File: src/rtl/adc_scan_seq_if.sv
// adc_scan_seq_if: bundles the sequencer's SAR-core handshake and its result
// stream.
//   start_conv  one-cycle conversion start pulse to the SAR core
//   adc_ch_no   channel being converted
//   conv_done   SAR done level; a rising edge marks completion
//   adc_result  SAR result, valid while conv_done is high
//   res_valid   one-cycle pulse qualifying res_ch/res_data
//   res_ch      channel of the averaged result
//   res_data    averaged result
//   scan_done   one-cycle pulse after the last enabled channel of a scan
// The master modport is the sequencer. The slave modport is the SAR core
// together with the result consumer.
interface adc_scan_seq_if;
  logic       start_conv;
  logic [2:0] adc_ch_no;
  logic       conv_done;
  logic [7:0] adc_result;
  logic       res_valid;
  logic [2:0] res_ch;
  logic [7:0] res_data;
  logic       scan_done;

  modport master (
    output start_conv, adc_ch_no, res_valid, res_ch, res_data, scan_done,
    input  conv_done, adc_result
  );

  modport slave (
    input  start_conv, adc_ch_no, res_valid, res_ch, res_data, scan_done,
    output conv_done, adc_result
  );
endinterface

File: src/rtl/adc_scan_seq.sv
// adc_scan_seq: autonomous channel-scan sequencer for the SAR ADC.
// The block walks the enabled channels in ascending order. For each channel
// it takes 2^avg_log2 conversions and issues one truncated average. Scans
// repeat back-to-back, or after cfg_interval 1 MHz ticks.
//   mclk, reset    clock and synchronous active-high reset
//   cfg_enable     scan enable level
//   cfg_ch_mask    enabled channels
//   cfg_avg_log2   log2 of the samples per channel
//   cfg_interval   1 MHz ticks between scan starts (0 = back-to-back)
//   pulse1m_mclk   1 MHz tick, one mclk wide
//   bus            SAR handshake and result stream (master side)
//   busy           high whenever the block is not idle
//   timeout_err    sticky lost-conversion flag
module adc_scan_seq #(
  parameter int unsigned TIMEOUT = 255
) (
  input  logic                 mclk,
  input  logic                 reset,
  input  logic                 cfg_enable,
  input  logic [5:0]           cfg_ch_mask,
  input  logic [1:0]           cfg_avg_log2,
  input  logic [15:0]          cfg_interval,
  input  logic                 pulse1m_mclk,
  adc_scan_seq_if.master       bus,
  output logic                 busy,
  output logic                 timeout_err
);

  localparam int unsigned TW = (TIMEOUT < 2) ? 1 : $clog2(TIMEOUT);

  typedef enum logic [2:0] {IDLE, WAIT_INT, START, CONV, NEXT} state_t;

  state_t      state_q, state_d;
  logic [2:0]  ch_q, ch_d;
  logic [5:0]  mask_sh_q, mask_sh_d;
  logic [1:0]  avg_sh_q, avg_sh_d;
  logic [15:0] int_sh_q, int_sh_d;
  logic [15:0] int_cnt_q, int_cnt_d;
  logic [10:0] acc_q, acc_d;
  logic [3:0]  cnt_q, cnt_d;
  logic [TW-1:0] tmo_q, tmo_d;
  logic        conv_done_q;
  logic        en_q;
  logic        start_conv_q, start_conv_d;
  logic        res_valid_q, res_valid_d;
  logic [2:0]  res_ch_q, res_ch_d;
  logic [7:0]  res_data_q, res_data_d;
  logic        scan_done_q, scan_done_d;
  logic        busy_q, busy_d;
  logic        timeout_err_q, timeout_err_d;

  logic        first_found, nxt_found;
  logic [2:0]  first_ch, nxt_ch;
  logic        conv_edge;
  logic [10:0] sum;
  logic [3:0]  cnt_inc, n_samples;

  // Lowest channel of the live mask, and the next enabled channel above the
  // current one in the shadow mask.
  always_comb begin
    first_found = 1'b0;
    first_ch    = '0;
    nxt_found   = 1'b0;
    nxt_ch      = '0;
    for (int unsigned i = 0; i < 6; i++) begin
      if (!first_found && cfg_ch_mask[i]) begin
        first_found = 1'b1;
        first_ch    = 3'(i);
      end
      if (!nxt_found && mask_sh_q[i] && (i > 32'(ch_q))) begin
        nxt_found = 1'b1;
        nxt_ch    = 3'(i);
      end
    end
  end

  assign conv_edge = bus.conv_done & ~conv_done_q;
  assign sum       = acc_q + 11'(bus.adc_result);
  assign cnt_inc   = cnt_q + 4'd1;
  assign n_samples = 4'd1 << avg_sh_q;

  always_comb begin
    state_d       = state_q;
    ch_d          = ch_q;
    mask_sh_d     = mask_sh_q;
    avg_sh_d      = avg_sh_q;
    int_sh_d      = int_sh_q;
    int_cnt_d     = int_cnt_q;
    acc_d         = acc_q;
    cnt_d         = cnt_q;
    tmo_d         = tmo_q;
    res_valid_d   = 1'b0;
    scan_done_d   = 1'b0;
    res_ch_d      = res_ch_q;
    res_data_d    = res_data_q;
    timeout_err_d = timeout_err_q & ~(cfg_enable & ~en_q);

    if (pulse1m_mclk && (int_cnt_q != '0)) begin
      int_cnt_d = int_cnt_q - 16'd1;
    end

    unique case (state_q)
      IDLE, WAIT_INT: begin
        if (!cfg_enable) begin
          state_d = IDLE;
        end else if ((state_q == IDLE) || (int_cnt_q == '0)) begin
          if (first_found) begin
            mask_sh_d = cfg_ch_mask;
            avg_sh_d  = cfg_avg_log2;
            int_sh_d  = cfg_interval;
            int_cnt_d = cfg_interval;
            ch_d      = first_ch;
            state_d   = START;
          end else begin
            state_d = IDLE;
          end
        end
      end
      START: begin
        tmo_d   = '0;
        state_d = CONV;
      end
      CONV: begin
        // Result and scan_done are decided on leaving CONV so that they are
        // visible during NEXT, one cycle after the done edge.
        if (conv_edge) begin
          acc_d = sum;
          cnt_d = cnt_inc;
          if ((cnt_inc < n_samples) && cfg_enable) begin
            state_d = START;
          end else begin
            state_d = NEXT;
            scan_done_d = !nxt_found;
            if (cnt_inc >= n_samples) begin
              res_valid_d = 1'b1;
              res_ch_d    = ch_q;
              res_data_d  = 8'(sum >> avg_sh_q);
            end
          end
        end else if (tmo_q == TW'(TIMEOUT - 1)) begin
          timeout_err_d = 1'b1;
          scan_done_d   = !nxt_found;
          state_d       = NEXT;
        end else begin
          tmo_d = tmo_q + 1'b1;
        end
      end
      NEXT: begin
        acc_d = '0;
        cnt_d = '0;
        // Disabling mid-scan abandons the remaining channels. On the last
        // channel the scan has already completed with scan_done.
        if (nxt_found) begin
          if (cfg_enable) begin
            ch_d    = nxt_ch;
            state_d = START;
          end else begin
            state_d = IDLE;
          end
        end else if (!cfg_enable || (int_sh_q == '0)) begin
          state_d = IDLE;
        end else begin
          state_d = WAIT_INT;
        end
      end
      default: state_d = IDLE;
    endcase

    start_conv_d = (state_d == START);
    busy_d       = (state_d != IDLE);
  end

  always_ff @(posedge mclk) begin
    if (reset) begin
      state_q       <= IDLE;
      ch_q          <= '0;
      mask_sh_q     <= '0;
      avg_sh_q      <= '0;
      int_sh_q      <= '0;
      int_cnt_q     <= '0;
      acc_q         <= '0;
      cnt_q         <= '0;
      tmo_q         <= '0;
      conv_done_q   <= 1'b0;
      en_q          <= 1'b0;
      start_conv_q  <= 1'b0;
      res_valid_q   <= 1'b0;
      res_ch_q      <= '0;
      res_data_q    <= '0;
      scan_done_q   <= 1'b0;
      busy_q        <= 1'b0;
      timeout_err_q <= 1'b0;
    end else begin
      state_q       <= state_d;
      ch_q          <= ch_d;
      mask_sh_q     <= mask_sh_d;
      avg_sh_q      <= avg_sh_d;
      int_sh_q      <= int_sh_d;
      int_cnt_q     <= int_cnt_d;
      acc_q         <= acc_d;
      cnt_q         <= cnt_d;
      tmo_q         <= tmo_d;
      conv_done_q   <= bus.conv_done;
      en_q          <= cfg_enable;
      start_conv_q  <= start_conv_d;
      res_valid_q   <= res_valid_d;
      res_ch_q      <= res_ch_d;
      res_data_q    <= res_data_d;
      scan_done_q   <= scan_done_d;
      busy_q        <= busy_d;
      timeout_err_q <= timeout_err_d;
    end
  end

  assign bus.start_conv = start_conv_q;
  assign bus.adc_ch_no  = ch_q;
  assign bus.res_valid  = res_valid_q;
  assign bus.res_ch     = res_ch_q;
  assign bus.res_data   = res_data_q;
  assign bus.scan_done  = scan_done_q;
  assign busy           = busy_q;
  assign timeout_err    = timeout_err_q;

endmodule

File: src/flat_wrapper.sv
// flat-port wrapper written by rule: the top's interface ports become plain ports
module adc_scan_seq_flat 
#(
  parameter int unsigned TIMEOUT = 255
)
  (mclk, reset, cfg_enable, cfg_ch_mask, cfg_avg_log2, cfg_interval, pulse1m_mclk, busy, timeout_err, bus_start_conv, bus_adc_ch_no, bus_res_valid, bus_res_ch, bus_res_data, bus_scan_done, bus_conv_done, bus_adc_result);
  adc_scan_seq_if bus_i ();
  input  logic mclk;
  input  logic reset;
  input  logic cfg_enable;
  input  logic [5:0] cfg_ch_mask;
  input  logic [1:0] cfg_avg_log2;
  input  logic [15:0] cfg_interval;
  input  logic pulse1m_mclk;
  output logic busy;
  output logic timeout_err;
  output wire logic [$bits(bus_i.start_conv)-1:0] bus_start_conv;
  output wire logic [$bits(bus_i.adc_ch_no)-1:0] bus_adc_ch_no;
  output wire logic [$bits(bus_i.res_valid)-1:0] bus_res_valid;
  output wire logic [$bits(bus_i.res_ch)-1:0] bus_res_ch;
  output wire logic [$bits(bus_i.res_data)-1:0] bus_res_data;
  output wire logic [$bits(bus_i.scan_done)-1:0] bus_scan_done;
  input wire logic [$bits(bus_i.conv_done)-1:0] bus_conv_done;
  input wire logic [$bits(bus_i.adc_result)-1:0] bus_adc_result;
  assign bus_start_conv = bus_i.start_conv;
  assign bus_adc_ch_no = bus_i.adc_ch_no;
  assign bus_res_valid = bus_i.res_valid;
  assign bus_res_ch = bus_i.res_ch;
  assign bus_res_data = bus_i.res_data;
  assign bus_scan_done = bus_i.scan_done;
  assign bus_i.conv_done = bus_conv_done;
  assign bus_i.adc_result = bus_adc_result;
  adc_scan_seq #(.TIMEOUT(TIMEOUT)) u_core (.mclk(mclk), .reset(reset), .cfg_enable(cfg_enable), .cfg_ch_mask(cfg_ch_mask), .cfg_avg_log2(cfg_avg_log2), .cfg_interval(cfg_interval), .pulse1m_mclk(pulse1m_mclk), .bus(bus_i), .busy(busy), .timeout_err(timeout_err));
endmodule
File: config.mk
export PLATFORM = sky130hd
export DESIGN_NAME = adc_scan_seq_flat
export DESIGN_NICKNAME = d
export VERILOG_FILES = /design/src/rtl/adc_scan_seq_if.sv /design/src/rtl/adc_scan_seq.sv /design/src/flat_wrapper.sv
export SDC_FILE = /design/constraint.sdc
export NUM_CORES = 1
export LEC_CHECK = 0
export BUFFER_PORTS_ARGS = -buffer_cell sky130_fd_sc_hd__buf_2
export CORE_ASPECT_RATIO = 1.1
export CORE_UTILIZATION = 52
export CTS_CLUSTER_DIAMETER = 60
export DETAILED_ROUTE_END_ITERATION = 10
export HOLD_SLACK_MARGIN = 0.02
export PLACE_DENSITY_LB_ADDON = 0.12
export SYNTH_ARGS = -nofsm -noshare
export SYNTH_HDL_FRONTEND = slang
export SYNTH_SLANG_ARGS = --single-unit
File: constraint.sdc
create_clock -name mclk -period 4.7 [get_ports mclk]
set_input_delay 0.94 -clock mclk [delete_from_list [all_inputs] [get_ports mclk]]
set_output_delay 0.94 -clock mclk [all_outputs]
set_load 0.05 [all_outputs]
# Yosys cells after proc, flatten, opt, wreduce, memory -nomap -nowiden

Index checks and enable logic that the tools add are counted.

Add/subtract/negate cells: 4
Reductions and logical operators: 45
Multiplexer cells: 56
Bitwise gates (word level): 9
$lt $le $gt $ge: 7
Shift operators: 2
Equal/unequal tests: 14

Operators with widths:

| operator                                                                       | count |
|---|---|
| 16-bit two-way mux                                                             | 5 |
| 3-bit two-way mux                                                              | 17 |
| 16-bit logical NOT                                                             | 2 |
| 11-bit one-hot mux with 2 select lines                                         | 1 |
| 1-bit two-way mux                                                              | 21 |
| 1-bit logical AND                                                              | 16 |
| 8-bit two-way mux                                                              | 2 |
| 8-bit one-hot mux with 2 select lines                                          | 1 |
| 16-bit nonzero test                                                            | 1 |
| 16-bit by 1-bit subtractor with 16-bit output, second input constant           | 1 |
| 3-bit one-hot mux with 4 select lines                                          | 1 |
| 11-bit by 8-bit adder with 11-bit output                                       | 1 |
| 1-bit logical NOT                                                              | 11 |
| 11-bit two-way mux                                                             | 1 |
| 11-bit by 2-bit right shift with 8-bit output                                  | 1 |
| 3-bit by 2-bit == test with 1-bit output, second input constant                | 3 |
| 8-bit by 1-bit adder with 8-bit output, second input constant                  | 1 |
| 8-bit == test, second input constant                                           | 1 |
| 2-bit two-way mux                                                              | 4 |
| 2-bit by 1-bit != test with 1-bit output, second input constant                | 4 |
| 2-bit != test, second input constant                                           | 4 |
| 4-bit one-hot mux with 2 select lines                                          | 1 |
| 4-bit AND reduction                                                            | 2 |
| 2-bit by 3-bit greater-than comparator with 1-bit output, first input constant | 2 |
| 21 further kinds                                                               | 33 |

Output and inout bits: 19
Word-level logic and storage cells: 155
Bits of input ports: 37
Bits in registers: 87

# Depth between registers and ports, before layout

Word-level depth: 22
Gate-level depth with buffers: 11
Mapped depth without buffers: 10

# Least setup slack after synthesis

Ideal clock, no wire load.

Path kind: input to register
Start point: in bus_adc_result[0]
End point: reg u_core.res_data_q[3] (netlist: u_core.bus.res_data[3])
Required time: 4.578 ns
Arrival time: 2.719 ns
Library setup time: 0.122 ns
Cell stages on the path: 7
Path buffers: 0
Slack: 1.860 ns
Cell sequence: ha_1 -> fa_1 -> a211oi_1 -> nor2_1 -> a211oi_1 -> mux2i_1 -> a221o_1

Longest elaborated chain between the ends: 2

Ends and longest elaborated chain:

| item                                          | line                | RTL |
|---|---|---|
| start, declared                               | flat_wrapper.sv:24  | `input wire logic [$bits(bus_i.adc_result)-1:0] bus_adc_result;` |
| 11-bit by 8-bit adder with 11-bit output      | adc_scan_seq.sv:78  | `assign sum = acc_q + 11'(bus.adc_result);` |
| 11-bit by 2-bit right shift with 8-bit output | adc_scan_seq.sv:137 | `res_data_d = 8'(sum >> avg_sh_q);` |
| end signal, assigned                          | adc_scan_seq.sv:208 | `res_data_q <= res_data_d;` |
| end, declared                                 | adc_scan_seq.sv:47  | `logic [7:0] res_data_q, res_data_d;` |

No other way between the ends.
A chain may end at the register's enable or synchronous reset.

# Worst setup path after layout

Start point: reg u_core.avg_sh_q[0]
End point: reg u_core.res_data_q[6] (netlist: u_core.bus.res_data[6])

Longest elaborated chain between the ends: 5
Elaborated cells between the ends (all ways): 7
Those cells by class: order compare (2); shift (2); bitwise (1); reduce/logical (2)

Ends and longest elaborated chain:

| item                                        | line                | RTL |
|---|---|---|
| start, declared                             | adc_scan_seq.sv:36  | `logic [1:0] avg_sh_q, avg_sh_d;` |
| start signal, assigned                      | adc_scan_seq.sv:197 | `avg_sh_q <= avg_sh_d;` |
| 1-bit by 2-bit left shift with 4-bit output | adc_scan_seq.sv:80  | `assign n_samples = 4'd1 << avg_sh_q;` |
| 4-bit < comparator                          | adc_scan_seq.sv:129 | `if ((cnt_inc < n_samples) && cfg_enable) begin` |
| 1-bit logical AND                           | adc_scan_seq.sv:129 |  |
| 1-bit inverter (no line)                    | -                   |  |
| 4-bit AND reduction (no line)               | -                   |  |

Parallel ways exist; a longest one is shown, timed or not.

==> impl_metrics.csv <==
group,metric,value,unit
grt,grt_overflow_total,0,
power,p_leak,2.03,nW
sta,worst_slack,1470,ps
synthesis,synth_cell_types,64,
synthesis,seq_area_frac_synth,36.3,%
final_layout,fill_cells,829,
worst_setup_path,cp.required,4950,ps
grt,grt_use_total,24.5,%
final_layout,drive_gt1_share,15.7,%
sta,worst-slew-pin-transition,949,ps
synthesis,synth_edf_count,0,
synthesis,syn_area_per_cell,8.09,um2
worst_setup_path,crit_slowest_cell,"dfxtp_1",
synthesis,synth_top_area_cell,"dfxtp_1",
grt,antenna_found_initial,0,
die,num_rows,36,
worst_hold_path,hold_path.class,"flop to flop",
placement,place_area,4990,um2
worst_setup_path,reg2reg_from,"u_core.avg_sh_q[0]$_SDFFE_PP0P_",
sta,setup_violations,0,
die,pin_count,56,
placement,portBuffers,55,
power,vdd_drop_max,0.162,mV
routing,routed-wl-met2,5450,um
worst_setup_path,r2r_slack,1470,ps
die,die_h,102,um
final_layout,n_antenna_cell,0,
worst_setup_path,max_stage_delay,770,ps
worst_setup_path,worst-r2r-cell-count,8,
sta,relSlewSlack,36.7,%
synthesis,synthTopCellsByArea,"dfxtp_1, nand2_1, a21oi_1",
routing,drc,0,
die,core_area,8870,um2
worst_hold_path,hold_end,"u_core.bus.res_ch[0]$_SDFFE_PP0P_",
synthesis,synth_top_area_share,36.3,%
die,dieArea,9510,um2
sta,rsz0062_at_grt,"no",
routing,viasPerCell,5.72,
worst_setup_path,cp-end-kind,"flop",
sta,finalWorstPathRequiredPeriod,3230,ps
power,totalPowerFinal,1.76,mW
run_status,outcome,"finished clean",
routing,vias,4223,
clock_tree,cts_buffers,9,
clock_tree,cts_tree,"built",
worst_setup_path,cp_max_fo,20,
routing,wl_per_cell,14.9,um
worst_hold_path,min_from,"u_core.bus.res_ch[0]$_SDFFE_PP0P_",
synthesis,syn_area,4740,um2
grt,first_global_vias,3981,
worst_setup_path,rr_endpoint,"u_core.bus.res_data[6]$_SDFFE_PP0P_",
clock_tree,cts.sinks,86,
power,p_per_area,338,nW/um2
flow_run,maxCapViolCount,0,
placement,dp_slack,1480,ps
clock_tree,clk_pin_slew,90,ps
final_layout,stdcell_area,5220,um2
synthesis,syn_nets,640,
clock_tree,cts.htree.levels,3,
grt,grt_max_degree,55,
final_layout,synthToLayoutAreaGrowth,10.1,%
clock_tree,post_cts.repair.setup_buffers,0,
routing,drt_first_pass_iters,6,
synthesis,ys_ff_latch,86,
worst_setup_path,worstSetupPathType,"flop to flop",
final_layout,fin_nets,673,
synthesis,async_flop_share,0,%
sta,drv_slew,0,
clock_tree,cts_resized,0,
clock_tree,cts_buffer_depth,2,
die,die_w,93.1,um
clock_tree,cts-root-buf,"clkbuf_8",
worst_setup_path,critPathLaunchType,"flop",
routing,wl_met1,4900,um
sta,max_freq,310,MHz
clock_tree,ctsHoldBuffers,0,
sta,setup_tns,0,ps
clock_tree,clk_latency,360,ps
worst_hold_path,hold_depth,2,
worst_setup_path,crit_arrival,3480,ps
die,initial_core_util,53.4,%
synthesis,ys_warn_count,0,
grt,grt_pass1_wl,18400,um
synthesis,ys.flop_type,"dfxtp_1",
sta,hold_violations,0,
routing,antenna_left,0,
sta,post-route-period-util,68.6,%
placement,gp_routability_congestion,0.825,
routing,drtIter0Drc,169,
routing,drt-total-wl,11000,um
worst_setup_path,path_cells,"nand2_1 -> ha_1 -> nor2b_1 -> o21ai_0 -> and2_1 -> a21oi_1 -> nand2b_1 -> o41ai_1",
routing,highest_layer,"met4",
sta,fin_skew,8.63,ps
routing,wl_met3,478,um
placement,dpl.hpwl,7880,um
synthesis,synthCells,586,
==> logic make-up after synthesis <==
| family | Yosys count | synth area share, % |
|---|---|---|
| simple gates | 254 | 25.8 |
| compound gates | 148 | 21.8 |
| flops | 86 | 36.3 |
| buf+inv | 49 | 5.07 |
| xor+xnor | 25 | 4.62 |
| fa+ha+maj | 17 | 4.64 |
| mux | 7 | 1.79 |
==> cell usage in the layout, fill, tap and decap left out, drive strengths merged, types with 4 or more instances in the layout <==
cell	count
a311oi	5
o211ai	4
nand2b	8
buf	58
nand4	9
nor4	10
nor3b	11
mux2i	4
o21ai	17
clkbuf	10
nand3	20
ha	16
a31oi	5
nor2	57
o21a	4
nand3b	6
xor2	16
a211oi	24
dfxtp	86
nor3	16
and2	4
nand2	89
inv	15
xnor2	9
a21o	4
nor2b	10
a21oi	59
==> state kept, by name, summed over array words and instances, names as in the netlist <==
register,flops
u_core.int_cnt_q,16
u_core.int_sh_q,16
u_core.acc_q,11
u_core.bus.res_data,8
u_core.tmo_q,8
u_core.mask_sh_q,5
u_core.cnt_q,4
u_core.bus.adc_ch_no,3
u_core.bus.res_ch,3
u_core.state_q,3
u_core.avg_sh_q,2
u_core.bus.res_valid,1
u_core.bus.scan_done,1
u_core.bus.start_conv,1
u_core.busy,1
u_core.conv_done_q,1
u_core.en_q,1
u_core.timeout_err,1
==> Yosys cell counts (all sizes together) (2+ instances only) <==
| library cell | number |
|---|---|
| a21oi | 59 |
| a31oi | 5 |
| or2 | 3 |
| nor4 | 10 |
| xor2 | 16 |
| and2 | 4 |
| or3 | 3 |
| nand2b | 8 |
| o31ai | 2 |
| nand2 | 89 |
| mux2i | 4 |
| a311oi | 5 |
| o21ai | 17 |
| ha | 16 |
| or4 | 2 |
| o21bai | 3 |
| nor3 | 16 |
| a21o | 4 |
| nand4 | 9 |
| clkbuf | 24 |
| and3 | 2 |
| nor2b | 10 |
| o211a | 2 |
| dfxtp | 86 |
| inv | 13 |
| nor2 | 57 |
| a211oi | 24 |
| o211ai | 4 |
| nand3b | 6 |
| a21boi | 2 |
| a2111oi | 2 |
| a221o | 3 |
| nor3b | 11 |
| a41oi | 2 |
| buf | 12 |
| mux2 | 2 |
| o21a | 4 |
| xnor2 | 9 |
| o22ai | 2 |
| nand3 | 20 |
==> critical path, delay by kind of cell, from the launching register on <==
family	cells	cell delay, ps
AO/OA/AOI/OAI	3	1230
adder cells (fa/ha/maj)	1	360
AND/OR/NAND/NOR	4	760
flip-flops	1	770
==> worst max-delay path by stage <==
stage                                               start                             endpoint  slack [ps]  cells past startpoint
after floorplan                         bus_adc_result[0]  u_core.bus.res_data[3]$_SDFFE_PP0P_        1860                      7
after global placement                  bus_adc_result[0]  u_core.bus.res_data[3]$_SDFFE_PP0P_        1510                      8
after detailed placement                bus_adc_result[0]  u_core.bus.res_data[3]$_SDFFE_PP0P_        1480                      8
after CTS                 u_core.avg_sh_q[0]$_SDFFE_PP0P_  u_core.bus.res_data[6]$_SDFFE_PP0P_        1480                      8
after global routing      u_core.avg_sh_q[0]$_SDFFE_PP0P_  u_core.bus.res_data[6]$_SDFFE_PP0P_        1240                      8
final                     u_core.avg_sh_q[0]$_SDFFE_PP0P_  u_core.bus.res_data[6]$_SDFFE_PP0P_        1470                      8
==> through the flow <==
step / utilization (%) / hold WS, ps / cells
floorplan: - / 436 / 586
global placement: 56.2 / 440 / 722
detailed placement: 56.2 / 446 / 722
CTS: 58.8 / 458 / 738
global route: 58.8 / 484 / 738
finish: 58.8 / 456 / 738
==> layer usage <==
metal,global-route usage (%),vias to the layer above
met5,0,-
met4,7.81,0
met3,4.69,10
met1,30.0,1974
met2,43.4,83
li1,-,2156
==> power breakdown <==
part / switching [mW] / internal [mW] / total (mW)
combinational: 0.209 / 0.132 / 0.341
clock: 0.282 / 0.319 / 0.601
sequential: 0.0479 / 0.774 / 0.822
total: 0.539 / 1.23 / 1.76
==> layout make-up <==
type                    count  area, um2  area share (%)
multi-input cells         451       2780            53.2
flip-flops and latches     86       1720            33.0
repair buffers             58        298            5.70
well taps                 114        143            2.73
clock buffers              10        138            2.64
clock inverters             6       92.6            1.77
inverters                  13       48.8           0.935
Note: power is estimated with default switching activity, not from simulation.
